===== config.mk =====
export PLATFORM = sky130hd
export DESIGN_NAME = lighthouse_ootx_encoder
export DESIGN_NICKNAME = d
export VERILOG_FILES = /design/src/rtl/lighthouse_ootx_encoder.sv
export SDC_FILE = /design/constraint.sdc
export NUM_CORES = 1
export LEC_CHECK = 0
export BUFFER_PORTS_ARGS = -buffer_cell sky130_fd_sc_hd__buf_2
export CAP_MARGIN = 20
export CORE_ASPECT_RATIO = 1.2
export CORE_MARGIN = 2
export CORE_UTILIZATION = 40
export CTS_CLUSTER_DIAMETER = 60
export DETAILED_ROUTE_END_ITERATION = 10
export PLACE_DENSITY = 0.6
export SLEW_MARGIN = 20
export SYNTH_ARGS = -nofsm -noshare
export SYNTH_HDL_FRONTEND = slang
export SYNTH_SLANG_ARGS = --single-unit
export TNS_END_PERCENT = 100

===== constraint.sdc =====
create_clock -name clock_i -period 7.21 [get_ports clock_i]
set_clock_uncertainty 0.15 [all_clocks]
set_input_delay 1.442 -clock clock_i [delete_from_list [all_inputs] [get_ports clock_i]]
set_output_delay 1.442 -clock clock_i [all_outputs]
set_load 0.02 [all_outputs]

===== src/rtl/lighthouse_ootx_encoder.sv =====
// Lighthouse OOTX frame serialiser.
// Computes the CRC32 of a latched payload bit-serially, then emits one frame
// bit per bit strobe: preamble, length word, payload words, two CRC words.
//
// state      | meaning
// -----------+---------------------------------------------------------
// S_IDLE     | waiting for start; outputs quiet, crc32 holds last result
// S_CRC_CALC | one payload bit per cycle into the CRC; strobes ignored
// S_PREAMBLE | 17 zeros then a one (bit_idx 0..17)
// S_LENGTH   | length word plus sync bit (bit_idx 0..16)
// S_PAYLOAD  | W payload words, each plus sync bit
// S_CRC      | two CRC words, each plus sync bit; last bit ends the frame
module lighthouse_ootx_encoder #(
  parameter int PAYLOAD_BYTES = 33
) (
  input  logic                         clock_i,
  input  logic                         reset_i,
  input  logic                         start_i,
  input  logic [PAYLOAD_BYTES*8-1:0]   payload_i,
  input  logic                         bit_strobe_i,
  output logic                         bit_out_o,
  output logic                         bit_valid_o,
  output logic                         busy_o,
  output logic                         done_o,
  output logic [31:0]                  crc32_o
);

  localparam int          NBITS    = PAYLOAD_BYTES * 8;
  localparam int          W        = (PAYLOAD_BYTES + 1) / 2;
  localparam int          CALC_W   = $clog2(NBITS);
  localparam logic [31:0] POLY     = 32'hEDB88320;
  localparam logic [15:0] LEN      = 16'(PAYLOAD_BYTES);
  localparam logic [15:0] LEN_WORD = {LEN[7:0], LEN[15:8]};

  typedef enum logic [2:0] {
    S_IDLE, S_CRC_CALC, S_PREAMBLE, S_LENGTH, S_PAYLOAD, S_CRC
  } state_t;

  state_t              state_q, state_d;
  logic [NBITS-1:0]    payload_q, payload_d;
  logic [31:0]         crc_acc_q, crc_acc_d;
  logic [31:0]         crc32_q, crc32_d;
  logic [CALC_W-1:0]   calc_idx_q, calc_idx_d;
  logic [4:0]          bit_idx_q, bit_idx_d;
  logic [5:0]          word_idx_q, word_idx_d;
  logic                bit_out_q, bit_out_d;
  logic                bit_valid_q, bit_valid_d;
  logic                busy_q, busy_d;
  logic                done_q, done_d;

  logic [W*16-1:0]     payload_pad;
  logic [15:0]         pay_word;
  logic [15:0]         cur_word;
  logic                frame_bit;
  logic                crc_fb;
  logic [31:0]         crc_step;

  // Select the word being sent, derive the current frame bit and the next CRC step.
  always_comb begin
    payload_pad = '0;
    payload_pad[NBITS-1:0] = payload_q;
    pay_word = '0;
    for (int k = 0; k < W; k++) begin
      if (word_idx_q == 6'(k)) pay_word = {payload_pad[16*k +: 8], payload_pad[16*k+8 +: 8]};
    end
    case (state_q)
      S_LENGTH:  cur_word = LEN_WORD;
      S_PAYLOAD: cur_word = pay_word;
      S_CRC:     cur_word = word_idx_q[0] ? {crc32_q[23:16], crc32_q[31:24]}
                                          : {crc32_q[7:0], crc32_q[15:8]};
      default:   cur_word = '0;
    endcase
    if (state_q == S_PREAMBLE) frame_bit = (bit_idx_q == 5'd17);
    else if (bit_idx_q == 5'd16) frame_bit = 1'b1;
    else frame_bit = cur_word[4'd15 - bit_idx_q[3:0]];
    crc_fb   = crc_acc_q[0] ^ payload_q[calc_idx_q];
    crc_step = {1'b0, crc_acc_q[31:1]} ^ (crc_fb ? POLY : 32'h0);
  end

  // Next-state and output logic for the frame sequencer.
  always_comb begin
    state_d     = state_q;
    payload_d   = payload_q;
    crc_acc_d   = crc_acc_q;
    crc32_d     = crc32_q;
    calc_idx_d  = calc_idx_q;
    bit_idx_d   = bit_idx_q;
    word_idx_d  = word_idx_q;
    bit_out_d   = bit_out_q;
    bit_valid_d = 1'b0;
    busy_d      = busy_q;
    done_d      = 1'b0;
    case (state_q)
      S_IDLE: begin
        if (start_i) begin
          payload_d  = payload_i;
          crc_acc_d  = 32'hFFFFFFFF;
          crc32_d    = '0;
          calc_idx_d = '0;
          busy_d     = 1'b1;
          state_d    = S_CRC_CALC;
        end
      end
      S_CRC_CALC: begin
        crc_acc_d  = crc_step;
        calc_idx_d = calc_idx_q + CALC_W'(1);
        if (calc_idx_q == CALC_W'(NBITS - 1)) begin
          crc32_d    = ~crc_step;
          bit_idx_d  = '0;
          word_idx_d = '0;
          state_d    = S_PREAMBLE;
        end
      end
      default: begin
        if (bit_strobe_i) begin
          bit_out_d   = frame_bit;
          bit_valid_d = 1'b1;
          bit_idx_d   = bit_idx_q + 5'd1;
          if (state_q == S_PREAMBLE && bit_idx_q == 5'd17) begin
            bit_idx_d = '0;
            state_d   = S_LENGTH;
          end else if (state_q != S_PREAMBLE && bit_idx_q == 5'd16) begin
            bit_idx_d  = '0;
            word_idx_d = word_idx_q + 6'd1;
            if (state_q == S_LENGTH) begin
              word_idx_d = '0;
              state_d    = S_PAYLOAD;
            end else if (state_q == S_PAYLOAD && word_idx_q == 6'(W - 1)) begin
              word_idx_d = '0;
              state_d    = S_CRC;
            end else if (state_q == S_CRC && word_idx_q == 6'd1) begin
              word_idx_d = '0;
              busy_d     = 1'b0;
              done_d     = 1'b1;
              state_d    = S_IDLE;
            end
          end
        end
      end
    endcase
  end

  // State and output registers with synchronous reset.
  always_ff @(posedge clock_i) begin
    if (reset_i) begin
      state_q     <= S_IDLE;
      payload_q   <= '0;
      crc_acc_q   <= '0;
      crc32_q     <= '0;
      calc_idx_q  <= '0;
      bit_idx_q   <= '0;
      word_idx_q  <= '0;
      bit_out_q   <= 1'b0;
      bit_valid_q <= 1'b0;
      busy_q      <= 1'b0;
      done_q      <= 1'b0;
    end else begin
      state_q     <= state_d;
      payload_q   <= payload_d;
      crc_acc_q   <= crc_acc_d;
      crc32_q     <= crc32_d;
      calc_idx_q  <= calc_idx_d;
      bit_idx_q   <= bit_idx_d;
      word_idx_q  <= word_idx_d;
      bit_out_q   <= bit_out_d;
      bit_valid_q <= bit_valid_d;
      busy_q      <= busy_d;
      done_q      <= done_d;
    end
  end

  assign bit_out_o   = bit_out_q;
  assign bit_valid_o = bit_valid_q;
  assign busy_o      = busy_q;
  assign done_o      = done_q;
  assign crc32_o     = crc32_q;

endmodule


==> results of run 1 <==
-- critical path: cells and delay by family (launching register included) --
kind	cells	cell delay (ns)
DFF	1	0.82
and+or+nand+nor	5	1.29
AOI/OAI and AO/OA	2	0.84
buffers and inverters	1	0.55
muxes	2	0.86
-- flip-flops by register name, summed over array words and instances, names as in the netlist --
signal / count
payload_q: 264
crc32_o: 32
crc_acc_q: 32
calc_idx_q: 9
word_idx_q: 6
bit_idx_q: 5
state_q: 3
bit_out_o: 1
bit_valid_o: 1
busy_o: 1
done_o: 1
-- placed cells by master (no fill, tap or decap), types with 15 or more instances in the layout --
cell,n
o211ai_1,17
mux2_2,19
inv_1,15
nor2_1,184
o221ai_1,15
buf_2,302
nor3_1,82
dfxtp_1,352
o22ai_1,19
xor2_1,18
a221oi_1,21
clkbuf_16,41
nor4_1,18
a221o_1,17
nor2b_1,16
o21ai_0,77
a21oi_1,371
mux4_2,56
buf_4,37
a31oi_1,19
nand3_1,33
a22oi_1,21
nand2_1,639
mux2i_1,29
-- synthesized netlist by cell type (19+ instances only) --
master / count
a21oi_1: 373
a221oi_1: 21
a22oi_1: 21
a31oi_1: 19
clkbuf_1: 177
dfxtp_1: 355
mux2_2: 19
mux2i_1: 29
mux4_2: 56
nand2_1: 639
nand3_1: 34
nor2_1: 185
nor3_1: 82
o21ai_0: 77
o22ai_1: 19
-- final timing paths --
check	start	slack, ns	endpoint	cells after the start
worst max-delay path	calc_idx_q[0]	2.47	crc_acc_q[27]	10
worst min-delay path	payload_q[5]	0.33	payload_q[5]	2
worst max register to register	calc_idx_q[0]	2.47	crc_acc_q[27]	10
worst min register to register	payload_q[5]	0.33	payload_q[5]	2
-- final cells by class --
type	instances	share of cell area (%)
flip-flops and latches	355	32.25
well taps	623	3.534
repair buffers	342	8.328
clock inverters	10	0.6921
clock buffers	59	5.367
multi-input cells	1880	49.55
inverters	16	0.2723
-- routing by layer --
layer / GRT usage (%) / up-vias / share of wire (%)
met1: 41.60 / 9552 / 42
met2: 49.92 / 960 / 46
li1: - / 9119 / -
met3: 5.666 / 143 / 8.0
met5: 0 / - / 0
met4: 10.09 / 0 / 3.3
-- metrics by stage --
stage / area, sq um / hold slack (ns)
2_1_floorplan: 19010 / 0.2902
3_3_place_gp: 20670 / 0.3120
3_5_place_dp: 20670 / 0.3215
4_1_cts: 22010 / 0.3295
5_1_grt: 22050 / 0.3469
6_report: 22050 / 0.3290
-- report_power, final --
part | switching [mW] | internal (mW)
registers | 0.652 | 2.38
clock network | 0.832 | 1.25
logic | 1.13 | 0.751
-- logic make-up after synthesis --
logic type / Yosys count / share of synthesized area [%]
AOI/OAI and AO/OA: 684 / 21.90
xor gates and xnor gates: 21 / 0.9675
adders and majority gates: 8 / 0.5265
buffers and inverters: 242 / 5.292
DFF: 355 / 37.38
muxes: 112 / 10.39
and+or+nand+nor: 1055 / 23.54
==> summary.md, run 1 <==
| Metric | Value |
|---|---|
| Synthesized area per cell | `about 7.7 sq um` |
| Clk_lat worst skew | `between 0.5 and 0.6 ns` |
| DP Wirelength | `58.30 mm` |
| Postcts setup bufs | `0` |
| Post-placement cell count | `about 3200` |
| Ant. Diodes | `0` |
| Leakage | `roughly 8.4 nW` |
| GR Util All Layers | `between 30% and 40%` |
| TNS Setup | `0 ns` |
| First-pass GRT wire length | `117.2 mm` |
| Die area | `roughly 49000 sq um` |
| Post-synth EDFFs | `0` |
| Area leader, netlist | `dfxtp_1` |
| H-tree depth | `2` |
| DRC | `0` |
| Distinct cells, synth | `80` |
| Final min period | `approximately 4.7 ns` |
| Maximum number of pins on one net before global-route repair | `110` |
| Io pins | `304` |
| Initial antenna violation count | `0` |
| Maximum vdd drop | `around 0.18 mV` |
| Final wirelength | `roughly 79 mm` |
| Fin nets | `2910` |
| CTS resizes | `0` |
| Synth-to-layout area growth | `16.01%` |
| Maximum clock path buffer count | `3` |
| Kind of end point of the critical path | `register` |
| Hold Crit Class | `reg -> reg` |
| Final core area utilization | `47.01%` |
| Via count | `about 20000` |
| First DRT Iteration DRCs | `roughly 2100` |
| Outcome | `finished clean` |
| Sink Count | `between 300 and 400` |
| Die height | `242.8 um` |
| Synth Flop Type | `dfxtp_1` |
| RSZ-0062 raised after global routing | `false` |
| Mapped Cells | `2477` |
| First-pass DRT Iterations | `6` |
| Worst rel slew slack | `about a quarter` |
| Vias per cell | `6.019` |
| Clk root buf | `clkbuf_16` |
| Worst slew pin tran | `1.128 ns` |
| Period utilisation layout | `between 60% and 70%` |
| Mapped cell area | `~19000 sq um` |
| Total CTS buffers | `39` |
| Synth async-reset ratio | `0%` |
| CP max FO | `39` |
| Max Clk Rate | `roughly 210 MHz` |
| Vias in the first global route | `about 19000` |
| Critical path cell sequence | `buf_4 -> mux4_2 -> nand2_1 -> a21oi_1 -> nor4_1 -> nand2_1 -> and2_1 -> o21ai_1 -> mux2_2 -> nor4_1` |
| Gr ovfl total | `0` |
| Worst-path clk slew | `roughly 0.060 ns` |
| CP peak stage delay | `0.82 ns` |
| FF/Latch Area | `7113 sq um` |
| PwrDens | `approximately 320 nW/um^2` |
| Final Hold Viols | `0` |
| Core area | `~47000 sq um` |
| Input/output buffers | `303` |
| Die W | `203.0 um` |
| Pre-CTS setup slack | `2.466 ns` |
| Setup WS post-layout | `~2.5 ns` |
| Initial Utilization | `40.52%` |
| Post-Layout Cell Count | `between 3000 and 4000` |
| Total chip power | `between 6 and 7 mW` |
| Post-CTS Hold Fix Bufs | `0` |
| Seq/Total Area, Yosys | `between 30 and 40%` |
| Rows | `87` |
| Leading post-synthesis cells by cell area | `dfxtp_1 (37%), nand2_1 (13%), a21oi_1 (9.8%)` |
| #FFs+latches synth | `355` |
| Routed wire length per instance | `between 20 and 25 um` |
| Filler cells | `~4800` |
| Routed Antenna Nets | `0` |
| Critical path class | `reg -> reg` |
| Critical path data required time | `7.46 ns` |
| Synth Net Count | `2753` |
| CTS tree | `yes` |
| Area of the multi-input gates | `roughly 11000 sq um` |
| Critical Path Start Type | `register` |
| Max Cap Viol | `0` |
| Final setup fails | `0` |
| Post-synth top area share | `around 37%` |
| Syn. warnings | `0` |
| Max-slew violation count | `0` |
| Routability Congestion | `0.9536` |
| WP data arrival | `between 4 and 5 ns` |
| Slowest CP cell | `dfxtp_4` |
| Share of cells above drive strength 1 | `around a fifth` |
No activity file was read; power rests on OpenSTA's default activity.
==> run 2: changes to the inputs <==
--- a/config.mk
+++ b/config.mk
@@ -12,7 +12,7 @@
 export CORE_UTILIZATION = 40
 export CTS_CLUSTER_DIAMETER = 60
 export DETAILED_ROUTE_END_ITERATION = 10
-export PLACE_DENSITY = 0.6
+export PLACE_DENSITY = 0.62
 export SLEW_MARGIN = 20
 export SYNTH_ARGS = -nofsm -noshare
 export SYNTH_HDL_FRONTEND = slang
==> constraint.sdc (replaced) <==
create_clock -name clock_i -period 3.86 [get_ports clock_i]
set_clock_uncertainty 0.15 [all_clocks]
set_input_delay 0.772 -clock clock_i [delete_from_list [all_inputs] [get_ports clock_i]]
set_output_delay 0.772 -clock clock_i [all_outputs]
set_load 0.02 [all_outputs]
==> run 2 against run 1 <==
Net effect:
- sequential share of layout area down 0.92 points
- sequential cell count stayed put
- count of clock-buffer cells in the layout is 5 lower
- critical path type unchanged
- critical endpoint is now crc_acc_q[21]
- largest cell class unchanged
- highest routed layer is now met5
==> summary.md, run 2 (synthesized netlist as in run 1, its figures left out) <==
| Metric | Value |
|---|---|
| WP depth | `11` |
| Critical path data required time | `approximately 4.2 ns` |
| Share of cells above drive strength 1 | `21.08%` |
| H-tree depth | `2` |
| PwrDens | `~580 nW/um^2` |
| Filler cells | `~4700` |
| Kind of end point of the critical path | `register` |
| WP data arrival | `~4 ns` |
| Input/output buffers | `around 300` |
| Routability Congestion | `1.033` |
| Routed wire length per instance | `approximately 24 um` |
| Ant. Diodes | `0` |
| Initial antenna violation count | `1` |
| DP Wirelength | `between 60 and 70 mm` |
| CP top delay family | `multiplexers` |
| CP peak stage delay | `between 0.5 and 0.6 ns` |
| GR Util All Layers | `31.51%` |
| Final wirelength | `79.94 mm` |
| Most common cell after layout, fill and taps aside | `nand2_1` |
| Max Clk Rate | `around 280 MHz` |
| DRC | `0` |
| Clk root buf | `clkbuf_16` |
| Gr ovfl total | `0` |
| Post-CTS Hold Fix Bufs | `0` |
| Period utilisation layout | `between 90% and 100%` |
| Leakage | `8.740 nW` |
| Fin nets | `2986` |
| Total CTS buffers | `39` |
| Die area | `approximately 50000 sq um` |
| Io pins | `roughly 300` |
| First-pass DRT Iterations | `8` |
| Critical path class | `reg -> reg` |
| TNS Setup | `0 ns` |
| Post-Layout Cell Count | `~3400` |
| Register-to-Register Setup Slack | `0.25 ns` |
| Final Hold Viols | `0` |
| Die W | `~200 um` |
| Sink Count | `around 360` |
| Max-slew violation count | `0` |
| Maximum clock path buffer count | `3` |
| Final setup fails | `0` |
| CP bufs+invs | `2` |
| Crit path to | `crc_acc_q[21]` |
| Rows | `87` |
| Worst slew pin tran | `just under 1 ns` |
| Routed Antenna Nets | `0` |
| Maximum vdd drop | `about 0.34 mV` |
| Reg-to-Reg End | `crc_acc_q[21]` |
| CP max FO | `16` |
| Vias in the first global route | `around 19000` |
| Via count | `20080` |
| Critical Path Start Type | `register` |
| Max Cap Viol | `0` |
| Vias per cell | `5.977` |
| First-pass GRT wire length | `approximately 120 mm` |
| Worst-path clk slew | `about 0.06 ns` |
| First DRT Iteration DRCs | `between 2000 and 2500` |
| Slowest CP cell | `dfxtp_4` |
| Die height | `242.8 um` |
| Critical path startpoint | `calc_idx_q[0]` |
| RSZ-0062 raised after global routing | `false` |
| Worst rel slew slack | `a little over a third` |
| Core area | `between 40000 and 50000 sq um` |
| Clk_lat worst skew | `a little under 0.6 ns` |
| Max FFs per register | `roughly 260` |
| Maximum number of pins on one net before global-route repair | `141` |
| Outcome | `finished clean` |
| Initial Utilization | `40.52%` |
| CTS tree | `yes` |
| Post-placement cell count | `around 3300` |
| Final min period | `3.614 ns` |
| Reg-to-reg critical path startpoint | `calc_idx_q[0]` |
| R2R depth | `11` |
| Hold Crit Class | `in -> reg` |
| Critical path cell sequence | `buf_12 -> mux4_1 -> mux2i_1 -> o2111ai_1 -> nand3_1 -> a21oi_1 -> buf_4 -> and2_1 -> a32o_1 -> mux2_2 -> nor4_1` |
| Most frequent cells in the layout | `nand2_1 (639), a21oi_1 (372), dfxtp_1 (353), buf_2 (302), nor2_1 (184)` |
| Synth-to-layout area growth | `19.44%` |
| Largest Register | `payload_q` |
-- run 2: layout make-up --
| class | instances | area, sq um | area share, % |
|---|---|---|---|
| clock buffers | 54 | 1102 | 4.855 |
| inverters | 16 | 60.06 | 0.2645 |
| clock inverters | 14 | 162.7 | 0.7163 |
| repair buffers | 418 | 2560 | 11.27 |
| multi-input cells | 1880 | 10930 | 48.13 |
| well taps | 623 | 779.5 | 3.433 |
| flip-flops and latches | 355 | 7114 | 31.33 |
-- run 2: report_power, final --
| part | internal (mW) | total (mW) | switching (mW) |
|---|---|---|---|
| registers | 4.45 | 5.57 | 1.12 |
| logic | 1.51 | 3.77 | 2.26 |
| clock network | 2.15 | 3.74 | 1.58 |
-- run 2: worst reg2reg max path: cells and delay by family (launching register included) --
family | cells | cell delay, ns
mux | 3 | 1.06
compound gates | 3 | 0.69
simple gates | 3 | 0.66
flops | 1 | 0.55
buf+inv | 2 | 0.42
-- run 2: worst min-delay path by stage --
stage | from | to | slack [ns] | cells past startpoint
6_report | payload_i[248] | payload_q[248] | 0.28 | 3
3_5_place_dp | payload_q[25] | payload_q[25] | 0.32 | 2
2_1_floorplan | payload_q[155] | payload_q[155] | 0.29 | 2
4_1_cts | payload_i[228] | payload_q[228] | 0.26 | 3
5_1_grt | payload_i[241] | payload_q[241] | 0.28 | 3
3_3_place_gp | payload_q[63] | payload_q[63] | 0.31 | 2
-- run 2: layer usage --
metal	wire [um]	GRT usage, %
met5	9	0
met4	2803	10.50
met3	6363	4.766
met2	36000	49.30
met1	34760	44.35
-- run 2: what timing repair did --
| item | CTS | global route |
|---|---|---|
| buffers inserted | 0 | 2 |
| endpoints found under the setup margin | 0 | 13 |
| endpoints found under the hold margin | 0 | 0 |
| resized for setup | 0 | 2 |
-- run 2: through the flow --
stage	setup slack, ns	instance area, sq um	hold slack [ns]	power, mW	util, %
4_1_cts	0.1381	22680	0.2577	13.05	48.34
3_3_place_gp	0.2229	21420	0.3138	9.231	45.65
3_5_place_dp	0.1620	21420	0.3166	9.308	45.65
5_1_grt	0.1130	22710	0.2817	13.74	48.40
2_1_floorplan	0.3330	19010	0.2902	7.850	-
6_report	0.2456	22710	0.2843	13.08	48.40
==> run 3: changes to the inputs <==
==> constraint.sdc (replaced) <==
create_clock -name clock_i -period 3.86 [get_ports clock_i]
set_clock_uncertainty 0.15 [all_clocks]
set_input_delay 0.386 -clock clock_i [delete_from_list [all_inputs] [get_ports clock_i]]
set_output_delay 0.386 -clock clock_i [all_outputs]
set_load 0.02 [all_outputs]
==> run 3 against run 2 <==
Net effect:
- final area up 12%
- utilization is 5.7 points higher
- clock power grew 2%
- cell count up 7.9%
- critical path type unchanged
==> summary.md, run 3 (synthesized netlist as in run 1, its figures left out) <==
| Metric | Value |
|---|---|
| Fin nets | `3255` |
| Most frequent cells in the layout | `nand2_1 (639), a21oi_1 (371), dfxtp_1 (353), buf_2 (302), dlygate4sd3_1 (264)` |
| Rows | `87` |
| R2R depth | `11` |
| Clk root buf | `clkbuf_16` |
| Maximum vdd drop | `0.3305 mV` |
| Critical path data required time | `about 4.2 ns` |
| Reg-to-reg critical path startpoint | `word_idx_q[2]` |
| Share of cells above drive strength 1 | `between 10% and 20%` |
| RSZ-0062 raised after global routing | `false` |
| Initial Utilization | `just over 40%` |
| Clock network fraction of total power | `between 20 and 30%` |
| Gr busiest metal | `met2` |
| Crit path to | `bit_out_o` |
| Maximum number of pins on one net before global-route repair | `144` |
| DP Wirelength | `about 61 mm` |
| Seq pwr share | `a little over two fifths` |
| Final wirelength | `around 85 mm` |
| GR Util All Layers | `about a third` |
| Initial antenna violation count | `0` |
| Final Hold Viols | `0` |
| GRT met3 Usage | `roughly 5.3%` |
| Leakage | `approximately 10 nW` |
| CP top delay family | `compound AO/OA/AOI/OAI gates` |
| Vias in the first global route | `roughly 20000` |
| WP depth | `11` |
| Slowest CP cell | `dfxtp_1` |
| Clk_lat worst skew | `around 0.57 ns` |
| Worst slew pin tran | `about 1.0 ns` |
| Critical path startpoint | `word_idx_q[2]` |
| P_int | `approximately 8.4 mW` |
| Largest Register | `payload_q` |
| Max Cap Viol | `0` |
| Input/output buffers | `just over 300` |
| Post-placement cell count | `3295` |
| Io pins | `304` |
| Sw Pwr | `5.004 mW` |
| Maximum clock path buffer count | `3` |
| Die height | `between 200 and 250 um` |
| Max Clk Rate | `roughly 260 MHz` |
| Final setup fails | `0` |
| H-tree depth | `2` |
| Kind of end point of the critical path | `register` |
| Routed wire length per instance | `roughly 23 um` |
| Met1 usage | `around 45%` |
| Worst rel slew slack | `31.58%` |
| Vias per cell | `5.900` |
| Setup WS post-layout | `roughly 0.048 ns` |
| Net Sw Frac | `between 30% and 40%` |
| Hold Crit Class | `in -> reg` |
| Most common cell after layout, fill and taps aside | `nand2_1` |
| Core area | `46920 sq um` |
| GR Util met2 | `approximately 55%` |
| CP bufs+invs | `2` |
| Max FFs per register | `~260` |
| PwrDens | `~530 nW/um^2` |
| Filler cells | `between 4000 and 5000` |
| Reg-to-Reg End | `bit_out_o` |
| Max-slew violation count | `0` |
| Die area | `49290 sq um` |
| CTS tree | `yes` |
| Critical path cell sequence | `or4b_2 -> buf_4 -> nor2_1 -> buf_4 -> a221oi_1 -> o21ai_0 -> mux2i_1 -> o31a_1 -> o31ai_1 -> o31a_1 -> and3_1` |
| DRC | `0` |
| Critical Path Start Type | `register` |
| Post-Layout Cell Count | `~3600` |
| CP peak stage delay | `about 0.7 ns` |
| CP max FO | `16` |
| Total CTS buffers | `39` |
| Outcome | `finished clean` |
| Routability Congestion | `slightly above 1` |
| First DRT Iteration DRCs | `between 2000 and 2500` |
| WP data arrival | `between 4 and 5 ns` |
| First-pass GRT wire length | `between 100 and 150 mm` |
| Ant. Diodes | `0` |
| Sink Count | `about 360` |
| First-pass DRT Iterations | `5` |
| Period utilisation layout | `just under 100%` |
| Die W | `around 200 um` |
| Register-to-Register Setup Slack | `~0.048 ns` |
| Synth-to-layout area growth | `33.62%` |
| Critical path class | `reg -> reg` |
| Routed Antenna Nets | `0` |
| Worst-path clk slew | `0.06 ns` |
| Via count | `roughly 21000` |
| Gr ovfl total | `0` |
| Final min period | `about 3.8 ns` |
| Pre-CTS setup slack | `-0.04104 ns` |
| Power share of the combinational group | `between 30% and 40%` |
==> run 3: cell type report <==
type / count / area [sq um] / share of cell area, %
clock buffers: 55 / 1159 / 4.561
clock inverters: 11 / 135.1 / 0.5320
inverters: 16 / 60.06 / 0.2364
multi-input cells: 1880 / 10940 / 43.08
flip-flops and latches: 355 / 7114 / 28.01
well taps: 623 / 779.5 / 3.069
repair buffers: 687 / 5210 / 20.51
==> run 3: worst min-delay path by stage <==
stage	cells after the start	slack, ns	endpoint	startpoint
global placement	2	0.31	payload_q[142]	payload_q[142]
detailed placement	2	0.32	payload_q[150]	payload_q[150]
finish	2	0.11	done_o	reset_i
floorplan	2	0.29	payload_q[155]	payload_q[155]
global route	2	0.13	busy_o	reset_i
CTS	3	0.09	bit_valid_o	bit_strobe_i
==> run 3: per-layer routing <==
| metal | wire length, um | part of all wire [%] | up-vias |
|---|---|---|---|
| met4 | 2906 | 3.4 | 0 |
| met3 | 6882 | 8.1 | 184 |
| met5 | 0 | 0 | - |
| li1 | - | - | 9802 |
| met1 | 35120 | 42 | 10310 |
| met2 | 39650 | 47 | 1107 |
==> run 3: repair_timing <==
item,4_1_cts,5_1_grt
pin swaps,0,0
hold buffers,264,0
gates resized for setup,1,5
endpoints found under the setup margin,12,14
setup buffers,0,2
endpoints found under the hold margin,264,0
==> run 3: power by group through the flow <==
| stage | combinational, mW | sequential, mW | clock (mW) |
|---|---|---|---|
| floorplan | 2.90 | 4.95 | 0 |
| global placement | 3.63 | 5.59 | 0 |
| detailed placement | 3.70 | 5.61 | 0 |
| CTS | 3.92 | 5.53 | 3.85 |
| global route | 4.42 | 5.62 | 3.99 |
| finish | 4.02 | 5.56 | 3.80 |
==> run 3: stage by stage <==
stage	TNS, ns	instance area (sq um)	util, %	total power, mW	hold slack [ns]
4_1_cts	0	25340	54.02	13.30	0.08564
5_1_grt	0	25400	54.14	14.03	0.1321
2_1_floorplan	0	19010	-	7.850	0.2902
3_5_place_dp	-0.2577	21400	45.62	9.306	0.3155
3_3_place_gp	0	21400	45.62	9.218	0.3115
6_report	0	25400	54.14	13.38	0.1106
==> run 3: worst reg2reg max path, delay by kind of cell (launching register included) <==
family / cells / cell delay, ns
AND/OR/NAND/NOR: 3 / 0.94
AO/OA/AOI/OAI: 5 / 1.22
multiplexers: 1 / 0.32
buffers and inverters: 2 / 0.44
flip-flops: 1 / 0.70
